==> src/rtl/wb_master_arbiter_pkg.sv <==
// Shared definitions for the two-requester Wishbone master arbiter:
// FSM encodings, requester IDs and default retry/timeout settings.
package wb_master_arbiter_pkg;

  typedef enum logic [1:0] {
    ST_IDLE    = 2'd0,
    ST_BUS     = 2'd1,
    ST_BACKOFF = 2'd2,
    ST_RESP    = 2'd3
  } state_t;

  localparam logic REQ_I = 1'b0;
  localparam logic REQ_D = 1'b1;

  localparam int DEF_MAX_RETRY  = 3;
  localparam int DEF_RETRY_WAIT = 2;
  localparam int DEF_TIMEOUT    = 255;

endpackage

==> src/rtl/wb_master_arbiter_rr_arb2.sv <==
// Combinational 2-way round-robin arbiter: on contention the port that
// did not win last time is granted.
module rr_arb2
  import wb_master_arbiter_pkg::*;
(
  input  logic fetch_req,
  input  logic data_req,
  input  logic last_grant,
  output logic any_req,
  output logic grant
);

  always_comb begin
    any_req = fetch_req | data_req;
    if (fetch_req && data_req) begin
      grant = ~last_grant;
    end else if (data_req) begin
      grant = REQ_D;
    end else begin
      grant = REQ_I;
    end
  end

endmodule

==> src/rtl/wb_master_arbiter.sv <==
// Shares one Wishbone classic master port between instruction fetch (I)
// and load/store (D), with retry/backoff, retry limit and timeout handling.
module wb_master_arbiter
  import wb_master_arbiter_pkg::*;
#(
  parameter int ADDR_WIDTH = 32,
  parameter int DATA_WIDTH = 32,
  parameter int SEL_WIDTH  = 4,
  parameter int MAX_RETRY  = DEF_MAX_RETRY,
  parameter int RETRY_WAIT = DEF_RETRY_WAIT,
  parameter int TIMEOUT    = DEF_TIMEOUT
) (
  input  logic                  clk_i,
  input  logic                  rst_i,
  input  logic                  i_req_i,
  input  logic [ADDR_WIDTH-1:0] i_adr_i,
  output logic [DATA_WIDTH-1:0] i_rdat_o,
  output logic                  i_done_o,
  output logic                  i_err_o,
  input  logic                  d_req_i,
  input  logic                  d_we_i,
  input  logic [ADDR_WIDTH-1:0] d_adr_i,
  input  logic [DATA_WIDTH-1:0] d_wdat_i,
  input  logic [SEL_WIDTH-1:0]  d_sel_i,
  output logic [DATA_WIDTH-1:0] d_rdat_o,
  output logic                  d_done_o,
  output logic                  d_err_o,
  output logic [ADDR_WIDTH-1:0] adr_o,
  output logic [DATA_WIDTH-1:0] dat_o,
  input  logic [DATA_WIDTH-1:0] dat_i,
  output logic                  we_o,
  output logic [SEL_WIDTH-1:0]  sel_o,
  output logic                  cyc_o,
  output logic                  stb_o,
  output logic                  lock_o,
  input  logic                  ack_i,
  input  logic                  err_i,
  input  logic                  rty_i,
  output logic                  tgc_o
);

  localparam int RW = $clog2(MAX_RETRY + 1);
  localparam int WW = $clog2(RETRY_WAIT + 1);
  localparam int TW = $clog2(TIMEOUT + 1);
  localparam logic [RW-1:0] RETRY_MAX = RW'(MAX_RETRY);
  localparam logic [WW-1:0] WAIT_LAST = WW'(RETRY_WAIT - 1);
  localparam logic [TW-1:0] TMO_LAST  = TW'(TIMEOUT - 1);

  state_t                state_reg, state_next;
  logic                  last_grant_reg, last_grant_next;
  logic [RW-1:0]         retry_cnt_reg, retry_cnt_next;
  logic [WW-1:0]         wait_cnt_reg, wait_cnt_next;
  logic [TW-1:0]         tmo_cnt_reg, tmo_cnt_next;
  logic [ADDR_WIDTH-1:0] adr_reg, adr_next;
  logic [DATA_WIDTH-1:0] dat_reg, dat_next;
  logic                  we_reg, we_next;
  logic [SEL_WIDTH-1:0]  sel_reg, sel_next;
  logic                  cyc_reg, cyc_next;
  logic                  tgc_reg, tgc_next;
  logic [DATA_WIDTH-1:0] i_rdat_reg, i_rdat_next, d_rdat_reg, d_rdat_next;
  logic                  i_done_reg, i_done_next, d_done_reg, d_done_next;
  logic                  i_err_reg, i_err_next, d_err_reg, d_err_next;
  logic                  resp_fire, resp_err;
  logic                  any_req, grant;

  rr_arb2 u_arb (
    .fetch_req  (i_req_i),
    .data_req   (d_req_i),
    .last_grant (last_grant_reg),
    .any_req    (any_req),
    .grant      (grant)
  );

  always_comb begin
    state_next      = state_reg;
    last_grant_next = last_grant_reg;
    retry_cnt_next  = retry_cnt_reg;
    wait_cnt_next   = wait_cnt_reg;
    tmo_cnt_next    = tmo_cnt_reg;
    adr_next        = adr_reg;
    dat_next        = dat_reg;
    we_next         = we_reg;
    sel_next        = sel_reg;
    cyc_next        = cyc_reg;
    tgc_next        = tgc_reg;
    i_rdat_next     = i_rdat_reg;
    d_rdat_next     = d_rdat_reg;
    i_done_next     = 1'b0;
    d_done_next     = 1'b0;
    i_err_next      = 1'b0;
    d_err_next      = 1'b0;
    resp_fire       = 1'b0;
    resp_err        = 1'b0;

    case (state_reg)
      ST_IDLE: begin
        if (any_req) begin
          tgc_next     = grant;
          cyc_next     = 1'b1;
          tmo_cnt_next = '0;
          state_next   = ST_BUS;
          if (grant == REQ_D) begin
            adr_next = d_adr_i;
            dat_next = d_wdat_i;
            we_next  = d_we_i;
            sel_next = d_sel_i;
          end else begin
            adr_next = i_adr_i;
            we_next  = 1'b0;
            sel_next = '1;
          end
        end
      end
      ST_BUS: begin
        // Response priority: ack over err over rty.
        if (ack_i) begin
          resp_fire = 1'b1;
          if (tgc_reg == REQ_D) d_rdat_next = dat_i;
          else                  i_rdat_next = dat_i;
        end else if (err_i) begin
          resp_fire = 1'b1;
          resp_err  = 1'b1;
        end else if (rty_i) begin
          if (retry_cnt_reg == RETRY_MAX) begin
            resp_fire = 1'b1;
            resp_err  = 1'b1;
          end else begin
            retry_cnt_next = retry_cnt_reg + RW'(1);
            wait_cnt_next  = '0;
            cyc_next       = 1'b0;
            state_next     = ST_BACKOFF;
          end
        end else if (tmo_cnt_reg == TMO_LAST) begin
          resp_fire = 1'b1;
          resp_err  = 1'b1;
        end else begin
          tmo_cnt_next = tmo_cnt_reg + TW'(1);
        end
      end
      ST_BACKOFF: begin
        if (wait_cnt_reg == WAIT_LAST) begin
          cyc_next     = 1'b1;
          tmo_cnt_next = '0;
          state_next   = ST_BUS;
        end else begin
          wait_cnt_next = wait_cnt_reg + WW'(1);
        end
      end
      ST_RESP: begin
        last_grant_next = tgc_reg;
        retry_cnt_next  = '0;
        tmo_cnt_next    = '0;
        state_next      = ST_IDLE;
      end
      default: state_next = ST_IDLE;
    endcase

    if (resp_fire) begin
      cyc_next   = 1'b0;
      state_next = ST_RESP;
      if (tgc_reg == REQ_D) begin
        d_done_next = 1'b1;
        d_err_next  = resp_err;
      end else begin
        i_done_next = 1'b1;
        i_err_next  = resp_err;
      end
    end
  end

  always_ff @(posedge clk_i) begin
    if (rst_i) begin
      state_reg      <= ST_IDLE;
      last_grant_reg <= REQ_D;
      retry_cnt_reg  <= '0;
      wait_cnt_reg   <= '0;
      tmo_cnt_reg    <= '0;
      adr_reg        <= '0;
      dat_reg        <= '0;
      we_reg         <= 1'b0;
      sel_reg        <= '0;
      cyc_reg        <= 1'b0;
      tgc_reg        <= 1'b0;
      i_rdat_reg     <= '0;
      d_rdat_reg     <= '0;
      i_done_reg     <= 1'b0;
      d_done_reg     <= 1'b0;
      i_err_reg      <= 1'b0;
      d_err_reg      <= 1'b0;
    end else begin
      state_reg      <= state_next;
      last_grant_reg <= last_grant_next;
      retry_cnt_reg  <= retry_cnt_next;
      wait_cnt_reg   <= wait_cnt_next;
      tmo_cnt_reg    <= tmo_cnt_next;
      adr_reg        <= adr_next;
      dat_reg        <= dat_next;
      we_reg         <= we_next;
      sel_reg        <= sel_next;
      cyc_reg        <= cyc_next;
      tgc_reg        <= tgc_next;
      i_rdat_reg     <= i_rdat_next;
      d_rdat_reg     <= d_rdat_next;
      i_done_reg     <= i_done_next;
      d_done_reg     <= d_done_next;
      i_err_reg      <= i_err_next;
      d_err_reg      <= d_err_next;
    end
  end

  assign adr_o    = adr_reg;
  assign dat_o    = dat_reg;
  assign we_o     = we_reg;
  assign sel_o    = sel_reg;
  assign cyc_o    = cyc_reg;
  assign stb_o    = cyc_reg;
  assign lock_o   = 1'b0;
  assign tgc_o    = tgc_reg;
  assign i_rdat_o = i_rdat_reg;
  assign i_done_o = i_done_reg;
  assign i_err_o  = i_err_reg;
  assign d_rdat_o = d_rdat_reg;
  assign d_done_o = d_done_reg;
  assign d_err_o  = d_err_reg;

endmodule

==> config.mk <==
export PLATFORM = sky130hd
export DESIGN_NAME = wb_master_arbiter
export DESIGN_NICKNAME = d
export VERILOG_FILES = /design/src/rtl/wb_master_arbiter_pkg.sv /design/src/rtl/wb_master_arbiter_rr_arb2.sv /design/src/rtl/wb_master_arbiter.sv
export SDC_FILE = /design/constraint.sdc
export NUM_CORES = 1
export LEC_CHECK = 0
export ABC_AREA = 1
export BUFFER_PORTS_ARGS = -buffer_cell sky130_fd_sc_hd__buf_2
export CAP_MARGIN = 20
export CORE_ASPECT_RATIO = 1.4
export CORE_UTILIZATION = 48
export CTS_CLUSTER_DIAMETER = 50
export DETAILED_ROUTE_END_ITERATION = 8
export PLACE_DENSITY = 0.82
export SLEW_MARGIN = 15
export SYNTH_ARGS = -nofsm -noshare
export SYNTH_HDL_FRONTEND = slang
export SYNTH_SLANG_ARGS = --single-unit
==> constraint.sdc <==
create_clock -name clk_i -period 2.45 [get_ports clk_i]
set_clock_uncertainty 0.1 [all_clocks]
set_input_delay 0 -clock clk_i [delete_from_list [all_inputs] [get_ports clk_i]]
set_output_delay 0 -clock clk_i [all_outputs]
set_load 0.01 [all_outputs]
==> flow_summary.yaml, run 1 <==
clock_tree:
  clockBufferDepth: 2
  cts_tree: "built"
  ctsHtreeMaxLevel: 4
  clock_sinks: 154
  path_clk_slew_ns: 0.06
  cts_inserted_buffers: 17
  clk_latency_ns: 0.41
  cts_root_buffer: "clkbuf_16"
  post_cts_buffers: 0
grt:
  grt_overflow: 0
  grt_first_pass_wirelength_um: 33300
  grt_usage_pct: 33.8
  antenna_found_initial: 0
  first_global_vias: 6904
  grt_max_degree: 77
worst_setup_path:
  r2r_start: "state_reg[1]"
  worstPathArrival_ns: 2.51
  r2r_slack_ns: 0.19
  cp_max_fo: 69
  r2r-end: "adr_o[2]"
  start_kind: "flop"
  crit_type: "reg2reg"
  critPathRequiredTime_ns: 2.70
  cp-end-kind: "flop"
  r2r_cells: 5
logic_synthesis:
  seq_area_frac_synth_pct: 52.3
  synthesis.area_mm2: 0.00589
  synthTopCellsByArea: "dfxtp_1, nor2_1, o21ai_0"
  synthFlopType: "dfxtp_1"
  synthCells: 776
  synth_area_leader_cell: "dfxtp_1"
  syn_avg_cell_area_um2: 7.59
  synth_edf_count: 0
  async_reset_ff_share_pct: 0
  yosysUniqueCellTypes: 30
  yosys.area.top_type_share_pct: 52.3
  yosys_warnings: 0
  syn_nets: 920
  ys_ff_latch: 154
sta:
  rsz0062_at_grt: "false"
  hold_viol: 0
  setup_violations: 0
  worst_pin_slew_ns: 0.586
  maxSlewHeadroom_pct: 60.9
  post-route-period-util_pct: 92.1
  drv_slew: 0
  layout_min_cycle_time_ns: 2.26
  tns_ns: 0
  fmax_mhz: 443
layout:
  final_cell_mix: "buf_2, nor2_1, dfxtp_1"
  drive_gt1_share_pct: 28.5
  fillers: 738
  final_area_mm2: 0.00937
  syn_to_final_growth_pct: 59.0
  nets: 1316
  fin_cells: 1332
  final_common_cell: "buf_2"
  antennaDiodeCount: 0
worst_hold_path:
  whs_endpoint: "d_rdat_o[17]"
  worstHoldPathCells: 4
  hp-start: "dat_i[17]"
  hold_path_class: "in2reg"
die:
  initial_core_util_pct: 49.6
  rows: 47
  die_h_um: 133
  core-area_mm2: 0.0119
  die-area_mm2: 0.0127
  fp.dieW_um: 95.6
  pin_count: 281
placed_design:
  place_hpwl_um: 11800
  post_dp_cell_area_mm2: 0.00732
  gp_congestion: 0.840
  placedCellCount: 1160
  port_buffers: 279
status:
  status: "completed"
power_and_ir_drop:
  pwr_density_cell_mw_per_mm2: 818
  p_total_mw: 7.66
  power_leakage_nw: 4.46
  irDropWorstVdd_v: 0.000632
routing:
  totalWireLength_um: 21700
  via_count: 7119
  route.detailed.drc: 0
  vias_per_cell: 5.34
  antenna_left: 0
  wl_per_cell_um: 16.3
  drtPass1Iterations: 5
  drt_iter0_markers: 428
flow_run:
  drv_cap: 0
-- worst max-delay path, stage by stage (launching register included) --
cell           delay (ns)
dfxtp_1              0.39
nor3_4               0.22
buf_6                0.40
o21ai_0              0.22
a31oi_1              0.26
dlygate4sd3_1        0.58
-- logic make-up after synthesis --
| group | after synthesis | synth area share [%] |
|---|---|---|
| compound gates | 181 | 16.6 |
| xor+xnor | 4 | 0.595 |
| fa+ha+maj | 4 | 0.850 |
| buf+inv | 77 | 5.65 |
| flops | 154 | 52.3 |
| other cells | 1 | 0.0637 |
| simple gates | 355 | 23.9 |
-- synth_stat cells (6+ instances only) --
cell and number:
a21oi_1 11, a31oi_1 32, buf_4 8, clkbuf_1 36
dfxtp_1 154, inv_1 20, inv_2 6, nand2_1 108
nand3_1 16, nor2_1 219, o21ai_0 118, o21ai_1 13
-- how the worst max path moves through the flow --
stage                    from        endpoint  slack [ns]  cells after the start
6_report         state_reg[1]        adr_o[2]        0.19                      5
5_1_grt          state_reg[1]        adr_o[2]        0.12                      5
4_1_cts          state_reg[0]  tmo_cnt_reg[1]        0.17                      7
3_5_place_dp     state_reg[0]  tmo_cnt_reg[6]        0.47                      7
3_3_place_gp     state_reg[0]  tmo_cnt_reg[2]        0.50                      7
2_1_floorplan  tmo_cnt_reg[0]  tmo_cnt_reg[2]         1.0                      9
-- per-stage QoR --
| step | hold slack [ns] | utilization, % | setup slack (ns) |
|---|---|---|---|
| 2_1_floorplan | -0.0309 | - | 0.996 |
| 3_3_place_gp | 0.150 | 61.6 | 0.502 |
| 3_5_place_dp | 0.155 | 61.6 | 0.473 |
| 4_1_cts | 0.262 | 78.8 | 0.174 |
| 5_1_grt | 0.286 | 78.8 | 0.121 |
| 6_report | 0.286 | 78.8 | 0.193 |
-- area by class of cell --
type / count / area, µm² / share of cell area (%)
inverters: 26 / 97.6 / 1.04
flip-flops and latches: 154 / 3080 / 32.9
multi-input cells: 545 / 2490 / 26.5
clock inverters: 14 / 194 / 2.07
well taps: 147 / 184 / 1.96
clock buffers: 18 / 439 / 4.69
repair buffers: 428 / 2880 / 30.8
-- layer usage --
metal	up-vias	wire length [µm]	track usage [%]	share of wire, %
li1	3335	-	-	-
met1	3200	7680	35.1	35
met2	468	10600	57.7	49
met3	116	2060	9.83	9.5
met4	0	1380	22.2	6.4
met5	-	0	0	0
-- report_power, final --
part,switching (mW),internal [mW]
logic,1.03,0.796
clock network,1.07,1.74
registers,0.202,2.82
total,2.30,5.36
-- what timing repair did --
item,in CTS,in global routing
hold endpoints to repair,150,0
hold buffers,140,0
setup endpoints to repair,0,4
resized for setup,0,2
Power figures use the tool's default switching activity.
==> run 2: changes to the inputs <==
Settings changed: BUFFER_PORTS_ARGS -buffer_cell sky130_fd_sc_hd__buf_2 to unset, DONT_BUFFER_PORTS set to 1, PLACE_DENSITY 0.82 to unset.
==> run 2 against run 1 <==
Compared with the run above: first-iteration DRC count is 50% lower; cell area fell by 13%; non-clock buffer count decreased by 259; worst setup slack worse by 0.11 ns; combinational power down 30%; flip-flop and latch count is the same; via count shrank 17%; worst hold slack got worse by 0.26 ns; total power fell by 6.8%; highest routed layer unchanged.
==> flow_summary.yaml, run 2 (synthesized netlist as in run 1, its figures left out) <==
status:
  status: "completed"
worst_hold_path:
  worstHoldPathCells: 5
  whs_endpoint: "adr_o[30]"
  hp-start: "i_req_i"
  hold_path_class: "in2reg"
worst_setup_path:
  cp_max_fo: 34
  critPathBufInv: 4
  slowest_delay_ns: 0.60
  r2r_start: "last_grant_reg"
  worstPathArrival_ns: 2.62
  path_depth: 8
  cp-end-kind: "flop"
  cp_common_cell: "dlygate4sd3_1"
  cpMaxStageDelayCell: "dlygate4sd3_1"
  crit_family: "buffers and inverters"
  r2r_cells: 7
  start_kind: "input pin"
  crit_type: "in2reg"
  critPathRequiredTime_ns: 2.71
  r2r-end: "adr_o[15]"
  r2r_slack_ns: 0.09
  worstPathCellList: "dlygate4sd3_1, nor2_1, dlygate4sd3_1, nor3_4, buf_12, o21ai_0, a31oi_1, dlygate4sd3_1"
clock_tree:
  cts_tree: "built"
  ctsHtreeMaxLevel: 4
  path_clk_slew_ns: 0.07
  cts_root_buffer: "clkbuf_16"
  clk_latency_ns: 0.42
  cts_inserted_buffers: 17
  clockBufferDepth: 2
  clock_sinks: 154
die:
  pin_count: 281
  rows: 47
  initial_core_util_pct: 49.6
  core-area_mm2: 0.0119
  die_h_um: 133
  die-area_mm2: 0.0127
  fp.dieW_um: 95.6
layout:
  final_cell_mix: "nor2_1, dlygate4sd3_1, dfxtp_1"
  syn_to_final_growth_pct: 38.5
  multi_input_area_mm2: 0.00248
  utilization_pct: 68.7
  fillers: 909
  regArea_mm2: 0.00308
  antennaDiodeCount: 0
  final_common_cell: "nor2_1"
  nets: 1057
  drive_gt1_share_pct: 6.80
routing:
  antenna_left: 0
  totalWireLength_um: 18100
  via_count: 5886
  drt_iter0_markers: 214
  wl_per_cell_um: 16.9
  drtPass1Iterations: 5
  vias_per_cell: 5.49
  route.detailed.drc: 0
placed_design:
  port_buffers: 0
  place_ws_ns: 0.592
  gp_congestion: 0.842
  place_hpwl_um: 10500
sta:
  hold_viol: 0
  fin_ws_ns: 0.0826
  setup_violations: 0
  layout_min_cycle_time_ns: 2.37
  maxSlewHeadroom_pct: 62.3
  worst_pin_slew_ns: 0.565
  fmax_mhz: 422
  post-route-period-util_pct: 96.6
  tns_ns: 0
  drv_slew: 0
grt:
  grt_usage_pct: 28.4
  grt_max_degree: 103
  first_global_vias: 5854
  antenna_found_initial: 0
  grt_overflow: 0
  grt_first_pass_wirelength_um: 28000
power_and_ir_drop:
  power_leakage_nw: 3.25
  irDropWorstVdd_v: 0.000544
  pwr_density_cell_mw_per_mm2: 875
flow_run:
  drv_cap: 0
==> run 2: changes by cell type in the layout (fill, tap and decap cells not counted), moves of 2 or more <==
cell and delta:
buf_2 -279, clkinv_2 -2, dlygate4sd3_1 +17, inv_6 +2, bufinv_16 -2
==> run 2: tightest hold or removal path, stage by stage <==
cell and delay (ns):
nand2_1 0.04, nand2_1 0.09, buf_8 0.20, nand2_1 0.07, a31oi_1 0.07
==> run 2: what timing repair did <==
| action | 4_1_cts | 5_1_grt |
|---|---|---|
| hold buffers | 157 | 0 |
| buffers inserted | 0 | 2 |
| setup endpoints to repair | 0 | 23 |
| resized for setup | 0 | 7 |
| endpoints found under the hold margin | 151 | 0 |
==> run 2: worst max-delay path by stage <==
| stage | from | end | slack, ns |
|---|---|---|---|
| 4_1_cts | i_req_i | adr_o[6] | 0.02 |
| 5_1_grt | i_req_i | adr_o[11] | -0.006 |
| 6_report | i_req_i | adr_o[11] | 0.08 |
| 3_5_place_dp | state_reg[0] | d_rdat_o[6] | 0.59 |
| 2_1_floorplan | tmo_cnt_reg[0] | tmo_cnt_reg[2] | 1.0 |
| 3_3_place_gp | state_reg[0] | tmo_cnt_reg[3] | 0.69 |
==> run 2: final cells by class <==
class,count,area share (%)
clock buffer,18,5.38
inverter,26,1.20
multi-input combinational,545,30.4
clock inverter,14,1.98
sequential,154,37.8
timing repair buffer,169,21.0
tap,147,2.25
==> run 2: power by group <==
part	switching (mW)	internal, mW
Sequential	0.389	2.82
Combinational	0.693	0.579
Clock	1.10	1.56
Total	2.18	4.95
==> run 2: routing by layer <==
layer	vias to the layer above	global-route usage, %	routed length [µm]
met5	-	0	0
met4	0	13.5	716
met3	60	9.31	1540
met2	288	51.1	9440
met1	2730	28.7	6460
li1	2808	-	-
==> run 2: through the flow <==
step           hold WS, ns  power (mW)  instances  area (µm²)
5_1_grt             0.0346        7.46       1073        8160
2_1_floorplan      -0.0309        3.90        776        5890
6_report            0.0295        7.14       1073        8160
4_1_cts            0.00700        7.04       1070        8100
3_3_place_gp       -0.0283        4.07        881        5930
3_5_place_dp       -0.0263        4.11        881        5930
